==> src/rtl/video_rx_capture.sv <==
// Video receiver frame capture: registers the incoming video, checks line/frame geometry,
// writes active pixels to a linear frame buffer and measures sync periods.
module video_rx_capture #(
    parameter int unsigned H_ACTIVE = 640,
    parameter int unsigned V_ACTIVE = 480
) (
    input  logic        clk,
    input  logic        rst,
    input  logic [23:0] In_pData,
    input  logic        In_pVSync,
    input  logic        In_pHSync,
    input  logic        In_pVDE,
    input  logic        Cap_En,
    input  logic        Err_Clear,
    output logic        Mem_Write,
    output logic [18:0] Mem_Addr,
    output logic [23:0] Mem_Data,
    output logic        Frame_Done,
    output logic        Frame_Odd,
    output logic [15:0] Meas_Htotal,
    output logic [31:0] Meas_Vtotal,
    output logic        Err_Hlen,
    output logic        Err_Vlen
);

    localparam int unsigned AW = 19;
    localparam int unsigned DW = 24;
    localparam int unsigned PW = 16;
    localparam int unsigned LW = 16;
    localparam int unsigned HW = 16;
    localparam int unsigned VW = 32;
    localparam logic [AW-1:0] ADDR_MAX = AW'(H_ACTIVE * V_ACTIVE - 1);
    localparam logic [PW-1:0] PIX_LEN  = PW'(H_ACTIVE);
    localparam logic [LW-1:0] LINE_NUM = LW'(V_ACTIVE);

    typedef enum logic [1:0] {IDLE, WAIT_ACT, ACTIVE, SKIP} state_t;

    state_t        state_q, state_d;
    logic [DW-1:0] data_q, data_d;
    logic          vs_q, vs_d, hs_q, hs_d, vde_q, vde_d;
    logic          vs_prev_q, hs_prev_q, vde_prev_q;
    logic [AW-1:0] addr_q, addr_d;
    logic [PW-1:0] pix_q, pix_d;
    logic [LW-1:0] line_q, line_d;
    logic [HW-1:0] hcnt_q, hcnt_d, meas_h_q, meas_h_d;
    logic [VW-1:0] vcnt_q, vcnt_d, meas_v_q, meas_v_d;
    logic          hseen_q, hseen_d, vseen_q, vseen_d;
    logic          err_h_q, err_h_d, err_v_q, err_v_d;
    logic          done_q, done_d, odd_q, odd_d;

    logic frame_start, hs_fall, vde_rise, vde_fall;
    logic capturing, line_check, line_bad, line_last;

    // Edge detection works only on the registered copies of the video inputs.
    assign frame_start = vs_prev_q & ~vs_q;
    assign hs_fall     = hs_prev_q & ~hs_q;
    assign vde_rise    = ~vde_prev_q & vde_q;
    assign vde_fall    = vde_prev_q & ~vde_q;
    assign capturing   = (state_q == WAIT_ACT) || (state_q == ACTIVE);
    assign line_check  = (state_q == ACTIVE) && vde_fall && !frame_start;
    assign line_bad    = pix_q != PIX_LEN;
    assign line_last   = (line_q + LW'(1)) == LINE_NUM;

    always_ff @(posedge clk or posedge rst) begin
        if (rst) state_q <= IDLE;
        else     state_q <= state_d;
    end

    // Frame start overrides every other transition and re-samples Cap_En.
    always_comb begin
        state_d = state_q;
        if (frame_start) begin
            state_d = Cap_En ? WAIT_ACT : IDLE;
        end else begin
            unique case (state_q)
                WAIT_ACT: if (vde_rise) state_d = ACTIVE;
                ACTIVE: begin
                    if (line_check && line_bad)       state_d = SKIP;
                    else if (line_check && line_last) state_d = IDLE;
                end
                default: state_d = state_q;
            endcase
        end
    end

    always_comb begin
        data_d   = In_pData;
        vs_d     = In_pVSync;
        hs_d     = In_pHSync;
        vde_d    = In_pVDE;
        addr_d   = addr_q;
        pix_d    = pix_q;
        line_d   = line_q;
        hcnt_d   = (hcnt_q == '1) ? hcnt_q : hcnt_q + HW'(1);
        vcnt_d   = (vcnt_q == '1) ? vcnt_q : vcnt_q + VW'(1);
        meas_h_d = meas_h_q;
        meas_v_d = meas_v_q;
        hseen_d  = hseen_q | hs_fall;
        vseen_d  = vseen_q | frame_start;
        err_h_d  = (err_h_q & ~Err_Clear) | (line_check & line_bad);
        err_v_d  = (err_v_q & ~Err_Clear) | (frame_start & capturing & (line_q != LINE_NUM));
        done_d   = line_check & ~line_bad & line_last;
        odd_d    = odd_q ^ frame_start;

        Mem_Write = capturing & vde_q;
        Mem_Data  = Mem_Write ? data_q : '0;

        if (frame_start) begin
            addr_d = '0;
            pix_d  = '0;
            line_d = '0;
        end else begin
            if (Mem_Write && addr_q != ADDR_MAX) addr_d = addr_q + AW'(1);
            if (vde_fall)                        pix_d  = '0;
            else if (vde_q && pix_q != '1)       pix_d  = pix_q + PW'(1);
            if (line_check && !line_bad)         line_d = line_q + LW'(1);
        end

        // The first edge after reset only restarts the period counters.
        if (hs_fall) begin
            hcnt_d = HW'(1);
            if (hseen_q) meas_h_d = hcnt_q;
        end
        if (frame_start) begin
            vcnt_d = VW'(1);
            if (vseen_q) meas_v_d = vcnt_q;
        end
    end

    always_ff @(posedge clk or posedge rst) begin
        if (rst) begin
            data_q     <= '0;
            vs_q       <= 1'b1;
            hs_q       <= 1'b1;
            vde_q      <= 1'b0;
            vs_prev_q  <= 1'b1;
            hs_prev_q  <= 1'b1;
            vde_prev_q <= 1'b0;
            addr_q     <= '0;
            pix_q      <= '0;
            line_q     <= '0;
            hcnt_q     <= '0;
            vcnt_q     <= '0;
            meas_h_q   <= '0;
            meas_v_q   <= '0;
            hseen_q    <= 1'b0;
            vseen_q    <= 1'b0;
            err_h_q    <= 1'b0;
            err_v_q    <= 1'b0;
            done_q     <= 1'b0;
            odd_q      <= 1'b0;
        end else begin
            data_q     <= data_d;
            vs_q       <= vs_d;
            hs_q       <= hs_d;
            vde_q      <= vde_d;
            vs_prev_q  <= vs_q;
            hs_prev_q  <= hs_q;
            vde_prev_q <= vde_q;
            addr_q     <= addr_d;
            pix_q      <= pix_d;
            line_q     <= line_d;
            hcnt_q     <= hcnt_d;
            vcnt_q     <= vcnt_d;
            meas_h_q   <= meas_h_d;
            meas_v_q   <= meas_v_d;
            hseen_q    <= hseen_d;
            vseen_q    <= vseen_d;
            err_h_q    <= err_h_d;
            err_v_q    <= err_v_d;
            done_q     <= done_d;
            odd_q      <= odd_d;
        end
    end

    assign Mem_Addr    = addr_q;
    assign Frame_Done  = done_q;
    assign Frame_Odd   = odd_q;
    assign Meas_Htotal = meas_h_q;
    assign Meas_Vtotal = meas_v_q;
    assign Err_Hlen    = err_h_q;
    assign Err_Vlen    = err_v_q;

endmodule
==> config.mk <==
export PLATFORM = sky130hd
export DESIGN_NAME = video_rx_capture
export DESIGN_NICKNAME = d
export VERILOG_FILES = /design/src/rtl/video_rx_capture.sv
export SDC_FILE = /design/constraint.sdc
export NUM_CORES = 1
export LEC_CHECK = 0
export CAP_MARGIN = 15
export CORE_MARGIN = 1
export CORE_UTILIZATION = 54
export CTS_CLUSTER_DIAMETER = 200
export DETAILED_ROUTE_END_ITERATION = 7
export HOLD_SLACK_MARGIN = 0.05
export PLACE_DENSITY_LB_ADDON = 0.3
export SLEW_MARGIN = 15
export SYNTH_ARGS = -nofsm -noshare
export SYNTH_HDL_FRONTEND = slang
export SYNTH_SLANG_ARGS = --single-unit
==> constraint.sdc <==
create_clock -name clk -period 6.9 [get_ports clk]
set_input_delay 0.69 -clock clk [delete_from_list [all_inputs] [get_ports clk]]
set_output_delay 0.69 -clock clk [all_outputs]
set_load 0.03 [all_outputs]
==> results of run 1 <==
==> sequential cells by signal, summed over array words and instances, names as in the netlist, 2 cells and up <==
name and cells:
pix_q 16, data_q 24, Mem_Addr 19, state_q 2
hcnt_q 16, line_q 16, Meas_Vtotal 32, vcnt_q 32
Meas_Htotal 16
==> worst max-delay path by stage <==
stage	endpoint	slack [ns]	depth (start not counted)
2_1_floorplan	Err_Hlen	1.19	1
3_3_place_gp	Mem_Data[22]	3.76	5
3_5_place_dp	Mem_Data[22]	3.65	5
4_1_cts	Mem_Data[22]	3.18	5
5_1_grt	Mem_Data[16]	3.05	5
6_report	Mem_Data[16]	3.22	5
==> final cells by class <==
| type | count | area, um2 | share of cell area |
|---|---|---|---|
| Clock buffer | 20 | 466.7 | 0.04415 |
| Clock inverter | 12 | 138.9 | 0.01314 |
| Inverter | 16 | 65.06 | 0.006155 |
| Multi-Input combinational cell | 557 | 3710 | 0.3510 |
| Sequential cell | 185 | 4634 | 0.4384 |
| Tap cell | 211 | 264.0 | 0.02498 |
| Timing Repair Buffer | 130 | 1291 | 0.1222 |
==> power breakdown <==
part | switching, W | internal [W]
Clock | 0.000421 | 0.000566
Combinational | 0.000320 | 0.000221
Sequential | 0.0000662 | 0.00115
Total | 0.000807 | 0.00194
==> cells in the final DEF, fill, tap and decap left out, types with 27 or more instances in the layout <==
cell	n
o21ai_0	38
nor2_1	80
nand4_1	37
clkdlybuf4s50_1	126
nand2_1	54
xnor2_1	27
and2_1	31
xor2_1	41
dfrtp_1	181
mux2_2	43
nand3_1	34
==> per-stage QoR <==
stage | cell area, um2 | cells | total power [W]
floorplan | 8511 | 788 | 0.001552
global placement | 9961 | 1099 | 0.001762
detailed placement | 9961 | 1099 | 0.001773
CTS | 10570 | 1131 | 0.002767
global route | 10570 | 1131 | 0.002856
finish | 10570 | 1131 | 0.002749
==> worst register-to-register path: stages, from the launching register on <==
cell	delay, ns
dfstp_2	0.56
nand2b_1	0.43
nand4b_1	0.33
nor2_1	0.67
nor2_1	0.38
o21ai_0	0.25
o21ai_0	0.12
==> cells by family after synthesis <==
| family | share of synthesized area |
|---|---|
| fa+ha+maj | 0.01323 |
| compound gates | 0.07380 |
| simple gates | 0.2168 |
| mux | 0.06042 |
| xor+xnor | 0.06998 |
| buf+inv | 0.02117 |
| flops | 0.5445 |
==> layer usage <==
metal	GRT usage	vias to the layer above
li1	-	3044
met1	0.3354	3078
met2	0.3542	180
met3	0.05570	21
met4	0.06863	0
met5	0	-
==> out/results.txt, run 1 <==
status - finished clean
met1 wire length - 8514 um
RR Endpoint - line_q[14]
Congestion Overflow GR - 0
pwr dens - 260.1 mW/mm2
Final Net Count - 947
# Max-Cap Violations - 0
cell row count - 45
syn_nets - 828
post-synth top area cell - dfrtp_1
RSZ-0062 raised after global routing - no
kind of end point of the critical path - primary output
H-tree Lvls - 4
antenna fix cells - 0
number of routed nets with antenna violations - 0
dpl ws - 3.652 ns
Initial Util - 0.5557
CP peak stage delay - 0.87 ns
Pre-Repair DR Iteration Count - 5
Global Route Usage Sum - 0.2337
setup ws final - 3.223 ns
Die Y-Extent - 127.5 um
WHS Path Cells - 0
worst setup path start - state_q[0]
Worst Clk Skew - 0.008353 ns
Worst Tran Pin Value - 1.113 ns
first-pass GRT wire length - 29790 um
post-synth top area share - 0.5322
Max Clk Rate - 0.2720 GHz
worst vdd ir - 0.2245 mV
WHS Endpoint - hs_prev_q
post-synth design cell area - 0.008511 mm2
synthesis-to-finish area growth - 24.20%
number of buffers created by CTS - 17
Routed WL - 17960 um
Clk Latency, worst-skew pair - 0.43 ns
Top Family by Delay on Critical Path - simple AND/OR/NAND/NOR gates
final core occ - 0.6902
top routing layer used - met4
Pleak - 4.557 nW
Root Buffer - clkbuf_16
vias per cell - 5.591
Setup violations, final - 0
post-synthesis cell count - 788
mean post-synth cell area - 10.80 um2
Unique masters post-synth - 58
slowest CP cell - nor2b_2
vias post-DR - 6323
CTS tree - yes
asr flop ratio synth - 1.000
met3 WL - 974 um
min cycle time layout - 3.677 ns
routability cong. - 0.7998
Hold Crit Start - hs_q
top cells by count, synth - 181 x dfrtp_1, 80 x nor2_1, 54 x nand2_1
final hold vios - 0
Die W - 127.5 um
post-CTS setup buffers - 0
Top FF cell, synth - dfrtp_1
Worst slew margin - 0.2543
worst min path class - flip-flop to flip-flop
most common cell in the synthesized netlist - dfrtp_1
largest net degree at the start of global routing - 118
Final period util - 0.5329
R2R Path Start - vs_q
Worst R2R Setup Slack - 4.02 ns
DRC - 0
Core Box Area - 0.01531 mm2
Fill cells - 1139
CP bufs+invs - 2
crit-path cells - inv_1, ha_1, nor2b_2, and2_1, clkdlybuf4s50_1
Data arrival, critical path - 2.99 ns
setup_tns - 0 ns
worst r2r path cells - 6
clock-pin slew on the worst setup and hold paths - 0.07 ns
routed wl met2 - 8240 um
IO Count - 127
CP Launch Type - flip-flop
Area contributors post-synth - dfrtp_1 53%, mux2_2 5.7%, xor2_1 4.2%
hpwl dp - 11880 um
sequential area share after synthesis - 0.5445
CP Data Required Time - 6.21 ns
WL/cell - 15.88 um
Seq cells post-synth - 185
Post-CTS Hold Buffers - 0
Crit Path Category - flip-flop to primary output
yosys warns - 0
Hold WS - 0.3737 ns
Die Area - 0.01627 mm2
Iteration-0 DRC Markers - 341
clk sinks - 185
EDFF count, synth - 0
Final Max Slew Viols - 0
share of cells above drive strength 1 - 0.1076
post_cts resized - 0
IO Port Bufs - 126
number of global-route vias before repair - 5971
maximum fanout along the worst path - 29
initial antenna violation count - 0
Max Buffers Root-to-Sink - 2
Power figures use the tool's default switching activity.
==> run 2: changes to the inputs <==
clock period = 3.6 ns   (was 6.9 ns; I/O delays follow)
==> out/results.txt, run 2 (synthesis results as in run 1) <==
clk sinks - 185 (unchanged)
pwr dens - 484.7 mW/mm2 (was 260.1 mW/mm2)
Die Area - 0.01627 mm2 (unchanged)
worst vdd ir - 0.3604 mV (was 0.2245 mV)
Max Clk Rate - 0.3244 GHz
NetSw - 0.001527 W (was 0.0008070 W)
status - finished clean (unchanged)
Pre-Repair DR Iteration Count - 5 (unchanged)
Crit Path Category - flip-flop to primary output (unchanged)
DRC - 0 (unchanged)
Iteration-0 DRC Markers - 381 (was 341)
clock-pin slew on the worst setup and hold paths - 0.07 ns (about the same)
Initial Util - 0.5557 (unchanged)
worst r2r path cells - 7 (was 6)
Worst Clk Skew - 0.007116 ns (was 0.008353 ns)
hpwl dp - 12550 um (was 11880 um)
Post-CTS Hold Buffers - 0 (unchanged)
most frequent cells in the layout - 181 x dfrtp_1, 126 x clkdlybuf4s50_1, 80 x nor2_1 (unchanged)
CP Launch Type - flip-flop (unchanged)
initial antenna violation count - 0 (unchanged)
Final period util - 0.8563
setup_tns - 0 ns (unchanged)
H-tree Lvls - 4 (unchanged)
combinational power share - 0.202 (was 0.197)
min cycle time layout - 3.083 ns
IO Port Bufs - 126 (unchanged)
overall power - 0.005136 W (was 0.002749 W)
vias per cell - 5.629 (was 5.591)
# Max-Cap Violations - 0 (unchanged)
worst min path class - input port to flip-flop (was flip-flop to flip-flop)
IO Count - 127 (unchanged)
number of global-route vias before repair - 6165 (was 5971)
final hold vios - 0 (unchanged)
Data arrival, critical path - 2.72 ns (was 2.99 ns)
Global Route Usage Sum - 0.2416 (was 0.2337)
routability cong. - 0.8713 (was 0.7998)
Max Buffers Root-to-Sink - 2 (unchanged)
Congestion Overflow GR - 0 (unchanged)
Clk Latency, worst-skew pair - 0.43 ns (about the same)
worst setup path start - state_q[0] (unchanged)
RR Endpoint - state_q[0] (was line_q[14])
CP bufs+invs - 3 (was 2)
crit-path cells - inv_1, ha_1, nor2b_2, buf_4, and2_1, clkdlybuf4s50_1 (was inv_1, ha_1, nor2b_2, and2_1, clkdlybuf4s50_1)
first-pass GRT wire length - 30650 um (was 29790 um)
final instance area - 0.01060 mm2 (was 0.01057 mm2)
kind of end point of the critical path - primary output (unchanged)
CTS tree - yes (unchanged)
antenna fix cells - 0 (unchanged)
RSZ-0062 raised after global routing - no (unchanged)
Pleak - 4.567 nW (was 4.557 nW)
WHS Path Cells - 1 (was 0)
Die Y-Extent - 127.5 um (unchanged)
synthesis-to-finish area growth - 24.51% (was 24.20%)
number of buffers created by CTS - 17 (unchanged)
Setup violations, final - 0 (unchanged)
R2R Path Start - line_q[0] (was vs_q)
Core Box Area - 0.01531 mm2 (unchanged)
Post-DP Area - 0.01003 mm2 (was 0.009961 mm2)
commonest non-fill, non-tap cell in the layout - dfrtp_1 (unchanged)
slowest CP cell - clkdlybuf4s50_1 (was nor2b_2)
Final Net Count - 953 (was 947)
post_cts resized - 0 (unchanged)
Clock power frac - 0.343 (was 0.359)
Root Buffer - clkbuf_16 (unchanged)
Final Max Slew Viols - 0 (unchanged)
Top Family by Delay on Critical Path - buffers and inverters (was simple AND/OR/NAND/NOR gates)
Reg power frac - 0.455 (was 0.444)
P_int - 0.003610 W (was 0.001942 W)
Die W - 127.5 um (unchanged)
Hold Crit Start - In_pHSync (was hs_q)
WL/cell - 15.95 um (was 15.88 um)
WHS Endpoint - hs_q (was hs_prev_q)
CP peak stage delay - 0.68 ns (was 0.87 ns)
number of routed nets with antenna violations - 0 (unchanged)
Worst Tran Pin Value - 0.7245 ns (was 1.113 ns)
cell row count - 45 (unchanged)
largest net degree at the start of global routing - 50 (was 118)
Routed WL - 18130 um (was 17960 um)
share of cells above drive strength 1 - 0.1091 (was 0.1076)
CP Data Required Time - 3.24 ns (was 6.21 ns)
Worst slew margin - 0.5160 (was 0.2543)
cell depth of the worst setup path - 6 (was 5)
Sw Share - 0.2973 (was 0.2935)
maximum fanout along the worst path - 20 (was 29)
post-CTS setup buffers - 0 (unchanged)
vias post-DR - 6400 (was 6323)
Worst R2R Setup Slack - 1.10 ns (was 4.02 ns)
==> run 2: power by group through the flow <==
stage | Sequential [W] | Combinational, W | Clock [W]
2_1_floorplan | 0.00247 | 0.000506 | 0
3_3_place_gp | 0.00237 | 0.00102 | 0
3_5_place_dp | 0.00237 | 0.00105 | 0
4_1_cts | 0.00234 | 0.00105 | 0.00179
5_1_grt | 0.00235 | 0.00111 | 0.00188
6_report | 0.00234 | 0.00104 | 0.00176
==> run 2: metrics by stage <==
stage / setup WS [ns] / utilization / instances / hold WS [ns]
floorplan: 0.8647 / - / 788 / 0.3581
global placement: 1.031 / 0.6552 / 1104 / 0.3624
detailed placement: 0.9811 / 0.6552 / 1104 / 0.3658
CTS: 0.4944 / 0.6914 / 1136 / 0.3225
global route: 0.4036 / 0.6919 / 1137 / 0.3298
finish: 0.5175 / 0.6919 / 1137 / 0.3323
==> run 2: worst max path at each step <==
stage	slack, ns	to
floorplan	0.86	Err_Hlen
global placement	1.03	Mem_Data[15]
detailed placement	0.98	Mem_Data[15]
CTS	0.49	Mem_Data[11]
global route	0.40	Mem_Data[11]
finish	0.52	Mem_Data[11]
==> run 2: metal layers <==
layer	track usage	share of wire	vias up
li1	-	-	3058
met1	0.3180	0.44	3122
met2	0.3883	0.48	200
met3	0.05946	0.062	20
met4	0.09174	0.016	0
met5	0	0	-
==> run 2: area by class of cell <==
| class | count | area (um2) |
|---|---|---|
| clock buffer | 20 | 436.7 |
| clock inverter | 12 | 117.6 |
| fill | 1169 | 4718 |
| inverter | 16 | 63.81 |
| multi-input combinational | 557 | 3706 |
| sequential | 185 | 4634 |
| tap | 211 | 264.0 |
| timing repair buffer | 136 | 1374 |
==> run 3: changes to the inputs <==
CORE_MARGIN = 2   (was 1)
CORE_UTILIZATION = 56   (was 54)
CTS_BUF_LIST = sky130_fd_sc_hd__clkbuf_4   (was not set)
MAX_ROUTING_LAYER = met4   (was not set)
==> out/results.txt, run 3 (synthesis results as in run 1) <==
status - finished clean (unchanged)
Crit Path Category - flip-flop to primary output (unchanged)
Initial Util - 0.5661 (was 0.5557)
maximum fanout along the worst path - 25 (was 20)
post-CTS setup buffers - 0 (unchanged)
R2R Path Start - line_q[0] (unchanged)
worst r2r path cells - 7 (unchanged)
Congestion Overflow GR - 0 (unchanged)
Die Area - 0.01620 mm2 (was 0.01627 mm2)
number of global-route vias before repair - 6146 (was 6165)
vias per cell - 5.744 (was 5.629)
WHS Path Cells - 1 (unchanged)
cell row count - 45 (unchanged)
first-pass GRT wire length - 29550 um (was 30650 um)
routability cong. - 0.8479 (was 0.8713)
pwr dens - 438.5 mW/mm2 (was 484.7 mW/mm2)
CTS tree - yes (unchanged)
hpwl dp - 11710 um (was 12550 um)
Post-DP Area - 0.009956 mm2 (was 0.01003 mm2)
Final period util - 0.9363 (was 0.8563)
RR Endpoint - state_q[0] (unchanged)
Worst slew margin - 0.2541 (was 0.5160)
dpl ws - 0.9329 ns (was 0.9811 ns)
Max Buffers Root-to-Sink - 2 (unchanged)
Post-CTS Hold Buffers - 0 (unchanged)
WL/cell - 15.67 um (was 15.95 um)
setup ws final - 0.2292 ns (was 0.5175 ns)
Max Clk Rate - 0.2967 GHz (was 0.3244 GHz)
kind of end point of the critical path - primary output (unchanged)
CP Data Required Time - 3.24 ns (about the same)
Pleak - 4.431 nW (was 4.567 nW)
Final Net Count - 949 (was 953)
Data arrival, critical path - 3.01 ns (was 2.72 ns)
most frequent cells in the layout - 181 x dfrtp_1, 126 x clkdlybuf4s50_1, 80 x nor2_1 (unchanged)
vias post-DR - 6382 (was 6400)
number of routed nets with antenna violations - 0 (unchanged)
synthesis-to-finish area growth - 20.29% (was 24.51%)
Core Box Area - 0.01503 mm2 (was 0.01531 mm2)
fin cells - 1111 (was 1137)
H-tree Lvls - 4 (unchanged)
final hold vios - 0 (unchanged)
Final Max Slew Viols - 0 (unchanged)
Die W - 127.3 um (was 127.5 um)
Die Y-Extent - 127.3 um (was 127.5 um)
WHS Endpoint - hs_q (unchanged)
Clk Latency, worst-skew pair - 0.57 ns (was 0.43 ns)
number of buffers created by CTS - 17 (unchanged)
min cycle time layout - 3.371 ns (was 3.083 ns)
Worst R2R Setup Slack - 1.05 ns (was 1.10 ns)
Setup violations, final - 0 (unchanged)
Placed Cells - 1078 (was 1104)
Iteration-0 DRC Markers - 310 (was 381)
worst vdd ir - 0.3897 mV (was 0.3604 mV)
DRC - 0 (unchanged)
RSZ-0062 raised after global routing - no (unchanged)
Worst Tran Pin Value - 1.111 ns (was 0.7245 ns)
largest net degree at the start of global routing - 186 (was 50)
Routed WL - 17410 um (was 18130 um)
IO Count - 127 (unchanged)
share of cells above drive strength 1 - 0.1052 (was 0.1091)
CP Launch Type - flip-flop (unchanged)
final instance area - 0.01024 mm2 (was 0.01060 mm2)
commonest non-fill, non-tap cell in the layout - dfrtp_1 (unchanged)
IO Port Bufs - 126 (unchanged)
Pre-Repair DR Iteration Count - 4 (was 5)
setup_tns - 0 ns (unchanged)
post_cts resized - 0 (unchanged)
Root Buffer - clkbuf_4 (was clkbuf_16)
worst min path class - input port to flip-flop (unchanged)
Hold Crit Start - In_pHSync (unchanged)
initial antenna violation count - 1 (was 0)
Global Route Usage Sum - 0.2343 (was 0.2416)
# Max-Cap Violations - 0 (unchanged)
clk sinks - 185 (unchanged)
clock-pin slew on the worst setup and hold paths - 0.14 ns (was 0.07 ns)
Worst Clk Skew - 0.01372 ns (was 0.007116 ns)
[run 3: worst max path at each step]
stage | from | to | slack [ns] | depth (start not counted)
3_5_place_dp | state_q[0] | Mem_Data[18] | 0.93 | 6
6_report | state_q[0] | Mem_Data[18] | 0.23 | 6
4_1_cts | state_q[0] | Mem_Data[18] | 0.17 | 6
5_1_grt | state_q[0] | Mem_Data[9] | 0.04 | 6
2_1_floorplan | rst | Err_Hlen | 0.86 | 1
3_3_place_gp | state_q[0] | Mem_Data[23] | 1.01 | 6
[run 3: where the power goes]
| group | leakage [nW] | internal (W) | switching [W] |
|---|---|---|---|
| Sequential | 2.47 | 0.00221 | 0.000126 |
| Combinational | 1.81 | 0.000428 | 0.000597 |
| Clock | 0.151 | 0.000443 | 0.000683 |
| Total | 4.43 | 0.00308 | 0.00141 |
[run 3: routing by layer]
metal  part of all wire  GRT usage
met4              0.014    0.07498
met3              0.055    0.05486
met2               0.48     0.3586
met5                  0          -
met1               0.45     0.3135
[run 3: final cells by class]
cell class                 count  area, um2
timing repair buffer         132       1319
multi-input combinational    557       3704
inverter                      16      63.81
sequential                   185       4634
fill                        1166       4796
clock buffer                  21      157.7
antenna                        1      2.502
tap                          188      235.2
clock inverter                11      121.4
[run 3: critical path: stages, from the launching register on]
cell and delay [ns]:
dfrtp_1 0.40, inv_1 0.07, ha_1 0.32, nor2b_1 0.47, buf_4 0.33, and2_1 0.17
clkdlybuf4s50_1 0.67
[run 3: through the flow]
step,total power [W],hold slack [ns],utilization
after floorplan,0.002975,0.3581,-
after global placement,0.003374,0.3619,0.6623
after detailed placement,0.003398,0.3677,0.6623
after CTS,0.004545,0.1252,0.6808
after global routing,0.004718,0.1361,0.6810
final,0.004489,0.1678,0.6810
